$ cat config.mk
export PLATFORM = sky130hd
export DESIGN_NAME = sram_axi_arbiter
export DESIGN_NICKNAME = d
export VERILOG_FILES = /design/src/rtl/sram_axi_arbiter_pkg.sv /design/src/rtl/sram_axi_arbiter.sv
export SDC_FILE = /design/constraint.sdc
export NUM_CORES = 1
export LEC_CHECK = 0
export BUFFER_PORTS_ARGS = -buffer_cell sky130_fd_sc_hd__buf_2
export CAP_MARGIN = 0
export CORE_AREA = 2 2 165 167
export CTS_CLUSTER_SIZE = 12
export DETAILED_ROUTE_END_ITERATION = 8
export DIE_AREA = 0 0 167 169
export PLACE_DENSITY_LB_ADDON = 0.25
export SKIP_LAST_GASP = 1
export SYNTH_ARGS = -nofsm -noshare
export SYNTH_HDL_FRONTEND = slang
export SYNTH_SLANG_ARGS = --single-unit
$ cat constraint.sdc
create_clock -name clk -period 2.1 [get_ports clk]
set_clock_uncertainty 0.15 [all_clocks]
set_input_delay 0.315 -clock clk [delete_from_list [all_inputs] [get_ports clk]]
set_output_delay 0.315 -clock clk [all_outputs]
set_load 0.05 [all_outputs]
$ cat src/rtl/sram_axi_arbiter_pkg.sv
// Shared constants and types for the SRAM-like to AXI3 arbiter.
// Covers the fixed AXI fields, the default transaction IDs and the AR FSM encodings.
package sram_axi_arbiter_pkg;

  localparam logic [7:0] AXI_LEN        = 8'd0;
  localparam logic [1:0] AXI_BURST_INCR = 2'b01;
  localparam logic [1:0] AXI_LOCK       = 2'b00;
  localparam logic [3:0] AXI_CACHE      = 4'b0000;
  localparam logic [2:0] AXI_PROT       = 3'b000;

  localparam logic [3:0] INST_ID_DEFAULT = 4'd0;
  localparam logic [3:0] DATA_ID_DEFAULT = 4'd1;

  localparam logic [0:0] AR_IDLE = 1'b0;
  localparam logic [0:0] AR_SEND = 1'b1;

  typedef struct packed {
    logic [3:0]  id;
    logic [31:0] addr;
    logic [2:0]  size;
  } ar_req_t;

endpackage

$ cat src/rtl/sram_axi_arbiter.sv
// Shares one single-beat AXI3 master between an instruction (read-only) and a data SRAM-like port.
// Each port keeps at most one transaction in flight; responses are steered back by ID.
module sram_axi_arbiter
  import sram_axi_arbiter_pkg::*;
#(
  parameter logic [3:0] INST_ID = INST_ID_DEFAULT,
  parameter logic [3:0] DATA_ID = DATA_ID_DEFAULT
) (
  input  logic        clk,
  input  logic        reset,
  input  logic        inst_sram_req,
  input  logic        inst_sram_wr,
  input  logic [1:0]  inst_sram_size,
  input  logic [3:0]  inst_sram_wstrb,
  input  logic [31:0] inst_sram_addr,
  input  logic [31:0] inst_sram_wdata,
  output logic        inst_sram_addr_ok,
  output logic        inst_sram_data_ok,
  output logic [31:0] inst_sram_rdata,
  input  logic        data_sram_req,
  input  logic        data_sram_wr,
  input  logic [1:0]  data_sram_size,
  input  logic [3:0]  data_sram_wstrb,
  input  logic [31:0] data_sram_addr,
  input  logic [31:0] data_sram_wdata,
  output logic        data_sram_addr_ok,
  output logic        data_sram_data_ok,
  output logic [31:0] data_sram_rdata,
  output logic [3:0]  arid,
  output logic [31:0] araddr,
  output logic [7:0]  arlen,
  output logic [2:0]  arsize,
  output logic [1:0]  arburst,
  output logic [1:0]  arlock,
  output logic [3:0]  arcache,
  output logic [2:0]  arprot,
  output logic        arvalid,
  input  logic        arready,
  input  logic [3:0]  rid,
  input  logic [31:0] rdata,
  input  logic [1:0]  rresp,
  input  logic        rlast,
  input  logic        rvalid,
  output logic        rready,
  output logic [3:0]  awid,
  output logic [31:0] awaddr,
  output logic [7:0]  awlen,
  output logic [2:0]  awsize,
  output logic [1:0]  awburst,
  output logic [1:0]  awlock,
  output logic [3:0]  awcache,
  output logic [2:0]  awprot,
  output logic        awvalid,
  input  logic        awready,
  output logic [3:0]  wid,
  output logic [31:0] wdata,
  output logic [3:0]  wstrb,
  output logic        wlast,
  output logic        wvalid,
  input  logic        wready,
  input  logic [3:0]  bid,
  input  logic [1:0]  bresp,
  input  logic        bvalid,
  output logic        bready
);

  logic [0:0]  ar_state_q, ar_state_d;
  ar_req_t     ar_req_q, ar_req_d;
  logic        inst_busy_q, inst_busy_d;
  logic        data_busy_q, data_busy_d;
  logic        awvalid_q, awvalid_d;
  logic        wvalid_q, wvalid_d;
  logic [31:0] awaddr_q, awaddr_d;
  logic [2:0]  awsize_q, awsize_d;
  logic [31:0] wdata_q, wdata_d;
  logic [3:0]  wstrb_q, wstrb_d;

  logic inst_r_hit, data_r_hit, data_b_hit;
  logic inst_free, data_free, ar_idle;
  logic data_rd_grant, inst_rd_grant, data_wr_accept;

  // Write-only and response-status inputs carry no information this block needs.
  logic unused_ok;
  assign unused_ok = ^{inst_sram_wr, inst_sram_wstrb, inst_sram_wdata, rresp, rlast, bresp};

  assign inst_r_hit = rvalid & (rid == INST_ID);
  assign data_r_hit = rvalid & (rid == DATA_ID);
  assign data_b_hit = bvalid & (bid == DATA_ID);

  // A response retiring in this cycle frees its port for a new grant in the same cycle.
  assign inst_free = ~inst_busy_q | inst_r_hit;
  assign data_free = ~data_busy_q | data_r_hit | data_b_hit;
  assign ar_idle   = (ar_state_q == AR_IDLE);

  assign data_rd_grant  = ar_idle & data_sram_req & ~data_sram_wr & data_free;
  assign inst_rd_grant  = ar_idle & inst_sram_req & inst_free & ~data_rd_grant;
  assign data_wr_accept = data_sram_req & data_sram_wr & data_free;

  always_comb begin
    ar_state_d  = ar_state_q;
    ar_req_d    = ar_req_q;
    inst_busy_d = inst_busy_q & ~inst_r_hit;
    data_busy_d = data_busy_q & ~(data_r_hit | data_b_hit);
    awvalid_d   = awvalid_q & ~awready;
    wvalid_d    = wvalid_q & ~wready;
    awaddr_d    = awaddr_q;
    awsize_d    = awsize_q;
    wdata_d     = wdata_q;
    wstrb_d     = wstrb_q;

    if (ar_state_q == AR_SEND && arready) begin
      ar_state_d = AR_IDLE;
    end
    if (data_rd_grant) begin
      ar_state_d  = AR_SEND;
      ar_req_d    = '{id: DATA_ID, addr: data_sram_addr, size: {1'b0, data_sram_size}};
      data_busy_d = 1'b1;
    end else if (inst_rd_grant) begin
      ar_state_d  = AR_SEND;
      ar_req_d    = '{id: INST_ID, addr: inst_sram_addr, size: {1'b0, inst_sram_size}};
      inst_busy_d = 1'b1;
    end

    if (data_wr_accept) begin
      data_busy_d = 1'b1;
      awvalid_d   = 1'b1;
      wvalid_d    = 1'b1;
      awaddr_d    = data_sram_addr;
      awsize_d    = {1'b0, data_sram_size};
      wdata_d     = data_sram_wdata;
      wstrb_d     = data_sram_wstrb;
    end
  end

  always_ff @(posedge clk) begin
    if (reset) begin
      ar_state_q  <= AR_IDLE;
      ar_req_q    <= '0;
      inst_busy_q <= 1'b0;
      data_busy_q <= 1'b0;
      awvalid_q   <= 1'b0;
      wvalid_q    <= 1'b0;
      awaddr_q    <= '0;
      awsize_q    <= '0;
      wdata_q     <= '0;
      wstrb_q     <= '0;
    end else begin
      ar_state_q  <= ar_state_d;
      ar_req_q    <= ar_req_d;
      inst_busy_q <= inst_busy_d;
      data_busy_q <= data_busy_d;
      awvalid_q   <= awvalid_d;
      wvalid_q    <= wvalid_d;
      awaddr_q    <= awaddr_d;
      awsize_q    <= awsize_d;
      wdata_q     <= wdata_d;
      wstrb_q     <= wstrb_d;
    end
  end

  assign inst_sram_addr_ok = inst_rd_grant;
  assign inst_sram_data_ok = inst_r_hit;
  assign inst_sram_rdata   = rdata;
  assign data_sram_addr_ok = data_rd_grant | data_wr_accept;
  assign data_sram_data_ok = data_r_hit | data_b_hit;
  assign data_sram_rdata   = rdata;

  assign arid    = ar_req_q.id;
  assign araddr  = ar_req_q.addr;
  assign arsize  = ar_req_q.size;
  assign arvalid = (ar_state_q == AR_SEND);
  assign arlen   = AXI_LEN;
  assign arburst = AXI_BURST_INCR;
  assign arlock  = AXI_LOCK;
  assign arcache = AXI_CACHE;
  assign arprot  = AXI_PROT;
  assign rready  = 1'b1;

  assign awid    = DATA_ID;
  assign awaddr  = awaddr_q;
  assign awsize  = awsize_q;
  assign awvalid = awvalid_q;
  assign awlen   = AXI_LEN;
  assign awburst = AXI_BURST_INCR;
  assign awlock  = AXI_LOCK;
  assign awcache = AXI_CACHE;
  assign awprot  = AXI_PROT;

  assign wid    = DATA_ID;
  assign wdata  = wdata_q;
  assign wstrb  = wstrb_q;
  assign wlast  = 1'b1;
  assign wvalid = wvalid_q;
  assign bready = 1'b1;

endmodule

# Yosys cells after proc, flatten, opt, wreduce, memory -nomap -nowiden
# Index checks and enable logic that the tools add are counted.
[totals]
regBits = 110
latchBits = 0
mem_bits_rw = 0
rom_bits = 0
in_bits = 196
out_inout_bits = 230
elab_cells = 58
n_memories = 0
[classes]
add_sub_neg = 0
multipliers = 0
div_mod_pow = 0
n_lt_le_gt_ge = 0
n_eq_ne = 2
shift = 0
n_mux = 11
bitwise_logic = 29
n_reduce_logical = 4
[op_table]
columns = ["op", "count"]
rows = [
  ["36-bit two-way mux", 2],
  ["1-bit bitwise AND", 15],
  ["1-bit two-way mux", 9],
  ["1-bit inverter", 9],
  ["4-bit by 1-bit == test with 1-bit output (second input constant)", 2],
  ["1-bit OR", 5],
  ["4-bit logical NOT", 1],
  ["3-bit nonzero test", 1],
  ["2-bit nonzero test", 1],
  ["1-bit logical AND", 1],
]

# Longest topological paths before layout
[logic_depth]
ltp_word = 9
ltp_mapped = 6
depth_no_buf = 4

# Least setup slack after synthesis
# No wires, ideal clock.
[synth_timing]
path_type = "flip-flop to output port"
start = "reg ar_state_q, in the netlist arvalid"
end = "out data_sram_addr_ok"
t_arrival_ns = 1.744
required_time_ns = 1.635
setup_slack_ns = -0.109
stages_incl_launch_ff = 7
path_cell_list = "dfxtp_1 -> nor2_1 -> nand2_1 -> or2_1 -> buf_2 -> buf_2 -> nand2_1"
[synth_via]
elab_chain_len = 5
[synth_lines]
columns = ["element", "line_no", "source"]
rows = [
  ["start, declared", "sram_axi_arbiter.sv:67", "logic [0:0] ar_state_q, ar_state_d;"],
  ["start signal, assigned", "sram_axi_arbiter.sv:148", "ar_state_q <= ar_state_d;"],
  ["1-bit inverter", "sram_axi_arbiter.sv:93", "assign ar_idle = (ar_state_q == AR_IDLE);"],
  ["1-bit bitwise AND (3 in series)", "sram_axi_arbiter.sv:95", "assign data_rd_grant = ar_idle & data_sram_req & ~data_sram_wr & data_free;"],
  ["1-bit OR", "sram_axi_arbiter.sv:164", "assign data_sram_addr_ok = data_rd_grant | data_wr_accept;"],
  ["end, declared", "sram_axi_arbiter.sv:26", "output logic data_sram_addr_ok,"],
]
# Every way passes these cells.

# Worst setup path in the final report
[layout_timing]
start = "in rid[2]"
end = "out inst_sram_addr_ok"
[layout_via]
elab_chain_len = 7
elab_cells_between_ends = 11
cone_classes = "1 x eq/ne; 9 x bitwise; 1 x reduce/logical"
[layout_lines]
columns = ["element", "line_no", "source"]
rows = [
  ["start, declared", "sram_axi_arbiter.sv:39", "input logic [3:0] rid,"],
  ["4-bit by 1-bit == test with 1-bit output", "sram_axi_arbiter.sv:87", "assign data_r_hit = rvalid & (rid == DATA_ID);"],
  ["1-bit bitwise AND", "sram_axi_arbiter.sv:87", ""],
  ["1-bit OR (2 in series)", "sram_axi_arbiter.sv:92", "assign data_free = ~data_busy_q | data_r_hit | data_b_hit;"],
  ["1-bit bitwise AND", "sram_axi_arbiter.sv:95", ""],
  ["1-bit inverter", "sram_axi_arbiter.sv:96", "assign inst_rd_grant = ar_idle & inst_sram_req & inst_free & ~data_rd_grant;"],
  ["1-bit bitwise AND *", "sram_axi_arbiter.sv:96", ""],
  ["end, declared", "sram_axi_arbiter.sv:17", "output logic inst_sram_addr_ok,"],
]
# Every way passes the cells marked *; elsewhere a longest branch is shown, timed or not.

==> reports/qor.yml <==
route:
  vias: 5396
  wl_per_cell_um: 16.3
  avgViaCountPerCell: 4.37
  wl_um: 20200
  drtPass1Iterations: 4
  drcViolationCount: 0
  drt-initial-drc-count: 283
  ant_nets: 0
layout:
  final_common_cell: "buf_2"
  nFillCells: 2940
  area_growth_pct: 23.2
  n_antenna_cell: 0
  nets: 1086
  fin_util_pct: 27.8
  drive_above_1_share_pct: 33.2
  final_cell_mix: "buf_2, o21ai_0, dfxtp_1"
hold_path:
  holdCritPathClass: "in2reg"
  min-delay-start: "data_sram_wdata[29]"
floorplan:
  die_h_um: 169
  initial_utilization_pct: 22.6
  die_w_um: 167
  dieArea_mm2: 0.0282
  fp-row-count: 60
  boundaryPins: 426
  fp.coreArea_mm2: 0.0265
sta:
  fmax_ghz: 0.488
  slew_viol_final: 0
  period_needed_ps: 2050
  fin_tns_setup_ps: 0
  min_period_over_period_pct: 97.5
  rsz0062_at_grt: "true"
  final_hold_viol_count: 0
  setup_viol: 0
pwr:
  pwr-share-seq_pct: 38.8
  p_total_w: 0.00595
  p_per_area_mw_per_mm2: 807
  p_int_w: 0.00366
  power.leakage_nw: 3.20
  p_switching_w: 0.00229
  swShare_pct: 38.4
  clkPwrFrac_pct: 31.1
  p_comb_share_pct: 30.1
  peakVddDrop_mv: 0.294
clock_network:
  clk-insertion-delay-late_ps: 350
  clockRootBuffer: "clkbuf_16"
  cts_inserted_buffers: 9
  clock_path_buffers: 2
  path_clk_slew_ps: 90
  ctsHoldBuffers: 0
  cts_tree: "yes"
  cts.sinks: 110
  cts_max_level: 3
critical_path:
  end_kind: "output port"
  start_kind: "primary input"
  timing.critical_path.from: "rid[2]"
  r2r_slack_ps: 360
  crit_required_ps: 1630
  critPathMaxFanout: 3
  timing.rr.start: "arvalid$_SDFFE_PP0P_"
  critPathArrivalTime_ps: 1580
  path_class: "in2out"
place:
  gp_congestion: 0.723
  dp.final_hpwl_um: 14000
  io_buffers: 233
global_route:
  grt_pass1_vias: 5084
  antenna_found_initial: 0
  grt_pass1_wl_um: 31100
  overflow: 0
  grt_max_degree: 76
  grtUsageTotal_pct: 14.0
flow_run:
  max_cap_viol_count: 0
synth:
  syn_inst: 743
  yosysWarnings: 0
  synth.avg_cell_area_um2: 8.06
  ys_seq_area_share_pct: 36.8
  syn_area_mm2: 0.00599
  synth.distinct_cells: 26
  ys_ff_latch: 110
outcome:
  outcome: "finished, final reports clean"
[layout make-up]
cell class / instances / area, um2 / share of cell area [%]
clock buffers: 9 / 225 / 3.05
clock inverters: 7 / 78.8 / 1.07
inverters: 3 / 11.3 / 0.153
multi-input cells: 498 / 2820 / 38.2
flip-flops and latches: 110 / 2200 / 29.9
well taps: 341 / 427 / 5.78
repair buffers: 268 / 1610 / 21.8
[path summary, 6_finish.rpt]
kind         cells after the start                      end
max                              6        inst_sram_addr_ok
min                              3   wdata[29]$_SDFFE_PP0P_
max reg2reg                      5  araddr[13]$_SDFFE_PP0P_
min reg2reg                      2        wvalid$_SDFF_PP0_
[repair_timing]
action / 4_1_cts / 5_1_grt
buffers inserted: 1 / 1
gates resized for setup: 1 / 1
setup endpoints to repair: 2 / 2
pin swaps: 1 / 3
[kinds of logic (layout without fill, tap and decap cells)]
group | count (synthesis) | in the layout | share of synthesized area [%]
buffers and inverters | 187 | 287 | 19.9
AND/OR/NAND/NOR | 224 | 224 | 22.2
AO/OA/AOI/OAI | 220 | 220 | 21.1
other | 2 | 54 | 0.125
flip-flops | 110 | 110 | 36.8
[stage by stage]
step                setup WS, ps  std cells  instance area [um2]  hold WS, ps
floorplan                   4.63        795                 6190          311
global placement           -80.9       1218                 7050          308
detailed placement         -75.6       1218                 7050          321
CTS                       -0.209       1235                 7370         27.2
global route               -8.88       1236                 7380         41.6
finish                      52.6       1236                 7380         46.7
[worst max-delay path: stages]
cell and delay (ps):
buf_2 110, or4b_4 580, o21ai_4 160, o211ai_1 170
inv_2 110, buf_12 140
[metal layers]
metal	part of all wire, %	track usage (%)
met2	46	22.4
met3	6.0	2.83
met5	0	0
met4	1.5	4.46
met1	46	19.0
[registers in the layout, indices dropped and copies added, names as in the netlist]
| register | count |
|---|---|
| wvalid | 1 |
| awsize | 2 |
| arid | 1 |
| inst_busy_q | 1 |
| arvalid | 1 |
| araddr | 32 |
| wstrb | 4 |
| awaddr | 32 |
| data_busy_q | 1 |
| arsize | 2 |
| wdata | 32 |
| awvalid | 1 |
[power groups by stage]
stage                     logic (W)  registers [W]  clock network, W
after CTS                   0.00181        0.00231           0.00194
after global routing        0.00191        0.00233           0.00202
after floorplan             0.00110        0.00286                 0
after global placement      0.00180        0.00236                 0
after detailed placement    0.00180        0.00236                 0
final                       0.00179        0.00231           0.00185
[synthesized netlist by cell type, drive strengths merged]
master | number | area share [%]
or2 | 2 | 0.21
inv | 3 | 0.19
nor2 | 2 | 0.13
nor4b | 2 | 0.50
dfxtp | 110 | 37
o21a | 1 | 0.13
o211ai | 1 | 0.13
a22o | 1 | 0.15
clkbuf | 49 | 3.1
a21oi | 4 | 0.33
conb | 2 | 0.13
nor2b | 71 | 7.4
a31oi | 2 | 0.21
nand2 | 4 | 0.25
nor3 | 34 | 2.8
or4b | 1 | 0.23
a221oi | 1 | 0.25
nand3 | 34 | 2.8
a311oi | 34 | 5.0
o21ai | 176 | 15
buf | 135 | 17
nand2b | 74 | 7.7
Note: power is estimated with default switching activity, not from simulation.
